===== src/rtl/window_serializer.sv =====
// Parallel-in, serial-out window transmitter feeding the downstream serial accumulator.
// A holding register lets windows arrive back-to-back, so the stream has no idle bit between them.
module window_serializer #(
  parameter int kernal = 3
) (
  input  logic                       clk,
  input  logic                       rst,
  input  logic [kernal*kernal-1:0]   in_data,
  input  logic                       in_valid,
  output logic                       in_ready,
  output logic                       out_bit,
  output logic                       out_valid,
  output logic                       out_first,
  output logic                       out_last,
  output logic                       busy
);

  localparam int N  = kernal * kernal;
  localparam int CW = (N > 1) ? $clog2(N) : 1;
  localparam logic [CW-1:0] LAST_IDX = CW'(N - 1);

  localparam logic [0:0] IDLE  = 1'b0;
  localparam logic [0:0] SHIFT = 1'b1;

  logic [0:0]    state, state_n;
  logic [N-1:0]  s, s_n;
  logic [N-1:0]  h, h_n;
  logic          h_full, h_full_n;
  logic [CW-1:0] idx, idx_n;
  logic          accept;

  // Ready depends only on registers and rst, never on in_valid.
  assign in_ready = !h_full && !rst;
  assign accept   = in_valid && in_ready;
  assign busy     = (state == SHIFT) || h_full;

  always_comb begin
    // NOTE: every variable gets a default first, so no path through this block can infer a latch.
    state_n  = state;
    s_n      = s;
    h_n      = h;
    h_full_n = h_full;
    idx_n    = idx;

    if (state == IDLE) begin
      if (accept) begin
        s_n     = in_data;
        idx_n   = '0;
        state_n = SHIFT;
      end
    end else if (idx == LAST_IDX) begin
      // End of window: the held window wins, then a same-edge bypass, otherwise go idle.
      idx_n = '0;
      if (h_full) begin
        s_n      = h;
        h_full_n = 1'b0;
      end else if (accept) begin
        s_n = in_data;
      end else begin
        state_n = IDLE;
      end
    end else begin
      idx_n = idx + CW'(1);
      if (accept) begin
        h_n      = in_data;
        h_full_n = 1'b1;
      end
    end
  end

  // Outputs are registered from the next state, so each output cycle reflects the bit at idx.
  always_ff @(posedge clk) begin
    // NOTE: sequential state uses non-blocking assignments so every register samples pre-edge values.
    if (rst) begin
      // NOTE: data registers are cleared too, so a window cut short by reset can never resurface.
      state     <= IDLE;
      s         <= '0;
      h         <= '0;
      h_full    <= 1'b0;
      idx       <= '0;
      out_bit   <= 1'b0;
      out_valid <= 1'b0;
      out_first <= 1'b0;
      out_last  <= 1'b0;
    end else begin
      state     <= state_n;
      s         <= s_n;
      h         <= h_n;
      h_full    <= h_full_n;
      idx       <= idx_n;
      out_valid <= (state_n == SHIFT);
      out_bit   <= (state_n == SHIFT) && s_n[idx_n];
      out_first <= (state_n == SHIFT) && (idx_n == '0);
      out_last  <= (state_n == SHIFT) && (idx_n == LAST_IDX);
    end
  end

endmodule

===== config.mk =====
export PLATFORM = sky130hd
export DESIGN_NAME = window_serializer
export DESIGN_NICKNAME = d
export VERILOG_FILES = /design/src/rtl/window_serializer.sv
export SDC_FILE = /design/constraint.sdc
export NUM_CORES = 1
export LEC_CHECK = 0
export ABC_AREA = 1
export CAP_MARGIN = 25
export CORE_ASPECT_RATIO = 0.9
export CORE_MARGIN = 4
export CORE_UTILIZATION = 30
export CTS_BUF_LIST = sky130_fd_sc_hd__clkbuf_8
export CTS_CLUSTER_SIZE = 25
export DETAILED_ROUTE_END_ITERATION = 6
export SLEW_MARGIN = 20
export SYNTH_ARGS = -nofsm -noshare
export SYNTH_HDL_FRONTEND = slang
export SYNTH_SLANG_ARGS = --single-unit

===== constraint.sdc =====
create_clock -name clk -period 1.89 [get_ports clk]
set_clock_uncertainty 0.15 [all_clocks]
set_input_delay 0.378 -clock clk [delete_from_list [all_inputs] [get_ports clk]]
set_output_delay 0.378 -clock clk [all_outputs]
set_load 0.01 [all_outputs]

# Yosys cells after proc, flatten, opt, wreduce, memory -nomap -nowiden
# Cells that the tools add are included.
dict set report totals {
  mem_bits_rw 0
  reg_bits 27
  n_memories 0
  romBits 0
  latch_bits 0
  elab_cells 40
}
dict set report op_classes {
  reduce_logical 12
  div_mod_pow 0
  n_bitwise 1
  shifts 0
  add_sub_neg 1
  mux 15
  n_eq_ne 2
  order_cmp 1
  mul 0
}
# op n
set ops {}
lappend ops {{$mux 9} 4}
lappend ops {{$mux 4} 3}
lappend ops {{$eq 4x4->1 const B} 2}
lappend ops {{$mux 1} 7}
lappend ops {{$logic_and 1x1->1} 5}
lappend ops {{$lt 4x5->1 const B} 1}
lappend ops {{$add 4x1->4 const B} 1}
lappend ops {{$bmux 1 s4} 1}
lappend ops {{$logic_not 4->1} 1}
lappend ops {{$reduce_and 3->1} 1}
lappend ops {{$logic_not 1->1} 2}
lappend ops {{$reduce_and 2->1} 1}
lappend ops {{$reduce_bool 2->1} 1}
lappend ops {{$logic_or 1x1->1} 1}
lappend ops {{$not 1->1} 1}

# Logic depth before layout (Yosys ltp)
# Gate-level depths: netlist of run 1.
dict set report depth {
  depth_word 10
  ltp_mapped 13
  ltp_nobuf 12
}

# Least setup slack after synthesis of run 1
# Ideal clock, no wire load.
dict set report synth_path {
  path_type {reg2reg}
  from {register idx[0]}
  to {register out_bit}
  slack_ps 153
  arrival_time_ps 1529
  stages_incl_launch_ff 12
  n_path_buf 0
  path_cell_list {dfxtp_1 inv_1 ha_1 nand3_4 nand2_4 inv_4 nand3_1 o21ai_0 inv_1 nor3_4 nand2_1 nand2_1}
}
dict set report synth_via {
  elab_chain_cells 6
}
# element line
set synth_lines {}
lappend synth_lines {{from (decl)} 29} ;# logic [CW-1:0] idx, idx_n;
lappend synth_lines {{from (signal assigned)} 90} ;# idx <= idx_n;
lappend synth_lines {{$add 4x1->4 or $eq 4x4->1 (tied branches)} {63, 51}}
lappend synth_lines {{$mux 4 or $mux 9 (tied branches)} 51} ;# end else if (idx == LAST_IDX) begin
lappend synth_lines {{$mux 4 or $mux 9 (tied branches)} 45} ;# if (state == IDLE) begin
lappend synth_lines {{$bmux 1 s4} 92} ;# out_bit <= (state_n == SHIFT) && s_n[idx_n];
lappend synth_lines {{$mux 1 (implied by the code)} 92}
lappend synth_lines {{$logic_and 1x1->1 (*)} 92}
lappend synth_lines {{to (signal assigned)} 92}
lappend synth_lines {{to (decl)} 11} ;# output logic out_bit,
# Mark *: on every way between the ends. The rest lies on a longest branch, timed or not. The select of a mux whose other input is x is not followed.
# A chain may end at the register's enable or synchronous reset.

# Final worst setup path of run 1
# Ends and elaborated chain as after synthesis.

==> results.cfg, run 1 <==
[status]
outcome = finished, final reports clean

[timing]
fin_crit_sh_pct = 95.0
period_needed_ns = 1.80
finalSetupTns_ns = 0
setup_ws_ns = 0.0939
final_max_slew_viol_count = 0
hold_viol = 0
fmax_mhz = 557
slew_headroom_pct = 72.6
rsz0062_at_grt = yes
setup_viol_count_final = 0
worstMarginPinSlew_ns = 0.410

[critical_path]
rr_worst_depth = 11
setup.worst_path.class = flip-flop to flip-flop
critPathMaxFanout = 10
cp_common_cell = nand2_1
crit_chain = inv_2 > ha_4 > nand3_4 > nand2_4 > inv_4 > nand2_1 > o21a_1 > nand3_2 > nor3_4 > nand2_1 > nand2_1
cp.required_ns = 1.96
end_kind = flip-flop
arrival_ns = 1.87
cp-start-kind = flip-flop
cp_slowest_cell = dfxtp_1
slowest_delay_ns = 0.33

[grt]
grt_use_met1_pct = 16.9
antenna_found_initial = 0
grt_pass1_wl_mm = 6.14
grt_pass1_vias = 1339
grt_max_degree = 16
gr-usage-met2_pct = 21.6
grt-busiest-layer = met2
grt.met3_usage_pct = 2.87
overflow = 0
track_usage_pct = 12.8

[floorplanning]
dieArea_mm2 = 0.00622
coreArea_mm2 = 0.00486
die_y_um = 75.2
die_w_um = 82.7
start_util_pct = 30.9
row_count = 24
ios = 18

[drt]
drc = 0
vias = 1439
first_iter_violations = 106
wl_per_cell_um = 11.6
avgViaCountPerCell = 4.57
wirelength_mm = 3.67
postRouteAntennaNets = 0
firstDrtPassIters = 4

[yosys]
yosys.area.top_type = dfxtp_1
syn_inst = 209
yosysSeqAreaShare_pct = 35.9
ys.flop_type = dfxtp_1
async_flop_share_pct = 0
synth_edf_count = 0
ys_ff_latch = 27
syn_avg_cell_area_um2 = 7.20
yosys-top-cells-count = nand2_1 (49), dfxtp_1 (27), inv_1 (27)
yosysTopAreaCellShare_pct = 35.9
yosysUniqueCellTypes = 34
synth_area_mm2 = 0.00151
synth.most_common_cell = nand2_1
synthTopCellsByArea = dfxtp_1 (36%), nand2_1 (12%), inv_1 (6.7%)
synth.net_count = 223
yosys_warnings = 0

[worst_hold_path]
hold_depth = 2
hp-class = flip-flop to flip-flop

[placed_design]
gp_congestion = 0.862
dp_cells = 308
dpl.hpwl_mm = 2.73
portBuffers = 17
dpl_worst_slack_ns = -0.312

[cells_and_area]
antennaDiodeCount = 0
fin_nets = 265
area.growth.synth_to_final_pct = 32.0
final_core_util_pct = 40.8
drive_gt1_share_pct = 21.6
fin_cells = 315

[clock_network]
cts_tree = done
cts.sinks = 27
htree_num_levels = 1
cts-root-buf = clkbuf_8
path_clk_slew_ns = 0.09
numCtsBuffers = 3
hold_buffers = 0
clk_path_buf_depth = 2
clk_latency_ns = 0.27

[power]
power_mw = 1.41
total_leakage_power_nw = 0.906
cellPowerDensity_mw_per_mm2 = 711
ir_drop_mv = 0.301

[job]
maxCapViolCount = 0
metal layers:
layer | share of wire (%) | wire length (um)
met5 | 0 | 0
met4 | 0.68 | 25
met3 | 3.3 | 122
met2 | 46 | 1670
met1 | 50 | 1850
registers in the layout, summed over array words and instances, names as in the netlist:
signal and count:
out_last 1, s 9, idx 4, state 1, h 9, out_bit 1, h_full 1, out_first 1
metrics by stage:
step | hold WS [ns] | area [um2]
2_1_floorplan | 0.280 | 1510
3_3_place_gp | 0.294 | 1880
3_5_place_dp | 0.298 | 1880
4_1_cts | 0.312 | 1940
5_1_grt | 0.336 | 1990
6_report | 0.309 | 1990
area by class of cell:
type	instances	area (um2)
inverters	32	125
repair buffers	43	368
flip-flops and latches	27	549
clock buffers	3	41.3
clock inverters	1	3.75
multi-input cells	144	818
fillers	507	2880
well taps	65	81.3
path summary, 6_finish.rpt:
path | startpoint | to | slack [ns]
hold / removal | h[1]$_SDFFE_PP0P_ | h[1]$_SDFFE_PP0P_ | 0.31
hold reg to reg | h[1]$_SDFFE_PP0P_ | h[1]$_SDFFE_PP0P_ | 0.31
setup reg to reg | idx[0]$_SDFF_PP0_ | out_bit$_SDFF_PP0_ | 0.09
setup / recovery | idx[0]$_SDFF_PP0_ | out_bit$_SDFF_PP0_ | 0.09
timing repair:
action / in CTS / in global routing
setup buffers: 1 / 1
pin swaps: 0 / 4
gates resized for setup: 6 / 9
setup endpoints to repair: 3 / 4
gates cloned: 0 / 1
layout by cell type, fill, tap and decap left out, drive strengths merged, types with 2 or more instances in the layout:
cell type / Yosys / layout
nand4: 7 / 7
nor3: 4 / 4
nand3b: 7 / 7
nand2: 53 / 53
inv: 32 / 33
dfxtp: 27 / 27
buf: 5 / 26
nor2: 18 / 18
ha: 2 / 2
clkbuf: 2 / 3
dlymetal6s2s: 0 / 2
clkdlybuf4s50: 0 / 13
nand3: 22 / 22
a21oi: 9 / 9
o21bai: 1 / 2
dlygate4sd2: 0 / 2
o21ai: 13 / 13
critical path, delay by kind of cell, from the launching register on:
family	cells	cell delay, ns
AO/OA/AOI/OAI	1	0.19
adder cells (fa/ha/maj)	1	0.15
buffers and inverters	2	0.14
flip-flops	1	0.33
AND/OR/NAND/NOR	7	0.79
where the power goes:
part           leakage [nW]  switching (mW)  internal (mW)
logic                 0.655           0.247          0.198
clock network        0.0269           0.185          0.146
registers             0.223          0.0190          0.619
total                 0.906           0.451          0.963
kinds of logic (layout without fill, tap and decap cells):
family / count (synthesis) / count (layout) / share of synthesized area (%)
XOR/XNOR: 1 / 1 / 0.582
AND/OR/NAND/NOR: 112 / 112 / 37.8
AO/OA/AOI/OAI: 28 / 29 / 12.1
buffers and inverters: 39 / 79 / 11.9
flip-flops: 27 / 27 / 35.9
adder cells (fa/ha/maj): 2 / 2 / 1.66
No activity file was read; power rests on OpenSTA's default activity.
==> run 2: changes to the inputs <==
Settings changed: CORE_UTILIZATION 30 to 57, PLACE_DENSITY from default to 0.81.
==> results.cfg, run 2 (same netlist as run 1, synthesis figures left out) <==
[critical_path]
cp_slowest_cell = clkdlybuf4s50_1
setup.worst_path.class = flip-flop to output pin
arrival_ns = 1.33
path_buf_inv = 2
cp-start-kind = flip-flop
critPathMaxFanout = 7
path_delay_family = buffers and inverters
end_kind = output pin
cp.required_ns = 1.36
crit_chain = inv_4 > nand2_1 > clkdlybuf4s50_1
slowest_delay_ns = 0.53

[cells_and_area]
final_cell_mix = nand2_1 (48), inv_1 (27), dfxtp_1 (25)
final_common_cell = nand2_1
antennaDiodeCount = 0
fin_nets = 258
largestRegisters = h: 9 flops, s: 9 flops, idx: 4 flops
fillers = 202
final_core_util_pct = 75.1
drive_gt1_share_pct = 19.8
fin_cells = 271
area.growth.synth_to_final_pct = 24.1
fin_area_mm2 = 0.00187

[status]
outcome = finished, final reports clean

[clock_network]
clk_path_buf_depth = 2
hold_buffers = 0
cts-root-buf = clkbuf_8
cts.sinks = 27
clk_latency_ns = 0.27
path_clk_slew_ns = 0.08
numCtsBuffers = 3
htree_num_levels = 1
cts_tree = done

[floorplanning]
row_count = 17
ios = 18
die_w_um = 62.2
dieArea_mm2 = 0.00353
coreArea_mm2 = 0.00249
die_y_um = 56.8
start_util_pct = 60.5

[timing]
worstMarginPinSlew_ns = 0.361
fin_crit_sh_pct = 98.2
fmax_mhz = 539
slew_headroom_pct = 75.9
final_max_slew_viol_count = 0
finalSetupTns_ns = 0
hold_viol = 0
setup_viol_count_final = 0
rsz0062_at_grt = yes
period_needed_ns = 1.86

[power]
total_leakage_power_nw = 0.843
ir_drop_mv = 0.796
power_mw = 1.40
cellPowerDensity_mw_per_mm2 = 747

[drt]
avgViaCountPerCell = 5.38
first_iter_violations = 92
vias = 1458
wl_per_cell_um = 12.8
postRouteAntennaNets = 0
wirelength_mm = 3.48
drc = 0
firstDrtPassIters = 4

[grt]
grt_use_met1_pct = 25.2
grt_pass1_vias = 1417
antenna_found_initial = 0
gr-usage-met2_pct = 36.2
grt_pass1_wl_mm = 6.04
track_usage_pct = 20.9
grt.met3_usage_pct = 4.80
grt-busiest-layer = met2
overflow = 0
grt_max_degree = 19

[placed_design]
dpl.hpwl_mm = 2.65
dp_cells = 266
gp_congestion = 0.878
portBuffers = 17
postPlaceCellArea_mm2 = 0.00180

[job]
maxCapViolCount = 0

[worst_hold_path]
hp-class = flip-flop to flip-flop
[run 2: cell count changes in the layout (fill, tap and decap cells not counted), moves of 2 or more]
cell,change
clkdlybuf4s50_1,+2
nor3_2,+2
buf_4,-6
dlymetal6s2s_1,-2
[run 2: worst paths after layout]
check                         start                  to  slack, ns  cells past startpoint
hold reg to reg   h[2]$_SDFFE_PP0P_   h[2]$_SDFFE_PP0P_       0.31                      2
hold / removal    h[2]$_SDFFE_PP0P_   h[2]$_SDFFE_PP0P_       0.31                      2
setup reg to reg  idx[1]$_SDFF_PP0_  out_bit$_SDFF_PP0_       0.06                     11
setup / recovery   state$_SDFF_PP0_                busy       0.03                      3
[run 2: where the power goes]
part	internal, mW	leakage, nW	switching (mW)
Combinational	0.198	0.593	0.247
Sequential	0.618	0.223	0.0200
Clock	0.146	0.0269	0.167
Total	0.962	0.843	0.434
[run 2: per-layer routing]
| metal | up-vias | part of all wire [%] |
|---|---|---|
| met1 | 646 | 44 |
| met5 | - | 0 |
| li1 | 745 | - |
| met3 | 8 | 7.2 |
| met4 | 0 | 1.1 |
| met2 | 59 | 47 |
[run 2: layout make-up]
cell class                 instances  area [um2]  area share, %
multi-input combinational        143         800           42.8
sequential                        27         546           29.2
tap                               28        35.0           1.88
timing repair buffer              37         318           17.0
inverter                          32         125           6.70
clock buffer                       3        41.3           2.21
clock inverter                     1        3.75          0.201
[run 2: worst register-to-register path, cell delays in order (launching register included)]
cell and delay (ns):
dfxtp_1 0.33, inv_1 0.09, ha_2 0.21, nand3_4 0.13, o21bai_4 0.27, nand2_1 0.12, nand4_1 0.10, nand3_1 0.08
nand2_1 0.07, nand2_1 0.05, nand3_1 0.08, nand2_1 0.05
[run 2: what timing repair did]
action / in CTS / in global routing
pin swaps: 0 / 0
resized for setup: 5 / 6
setup buffers: 0 / 1
endpoints found under the setup margin: 2 / 13
[run 2: metrics by stage]
| stage | worst slack (ns) | hold slack [ns] |
|---|---|---|
| 5_1_grt | -0.0504 | 0.343 |
| 2_1_floorplan | 0.153 | 0.280 |
| 4_1_cts | 0.00582 | 0.314 |
| 3_5_place_dp | -0.269 | 0.301 |
| 6_report | 0.0335 | 0.310 |
| 3_3_place_gp | -0.232 | 0.293 |
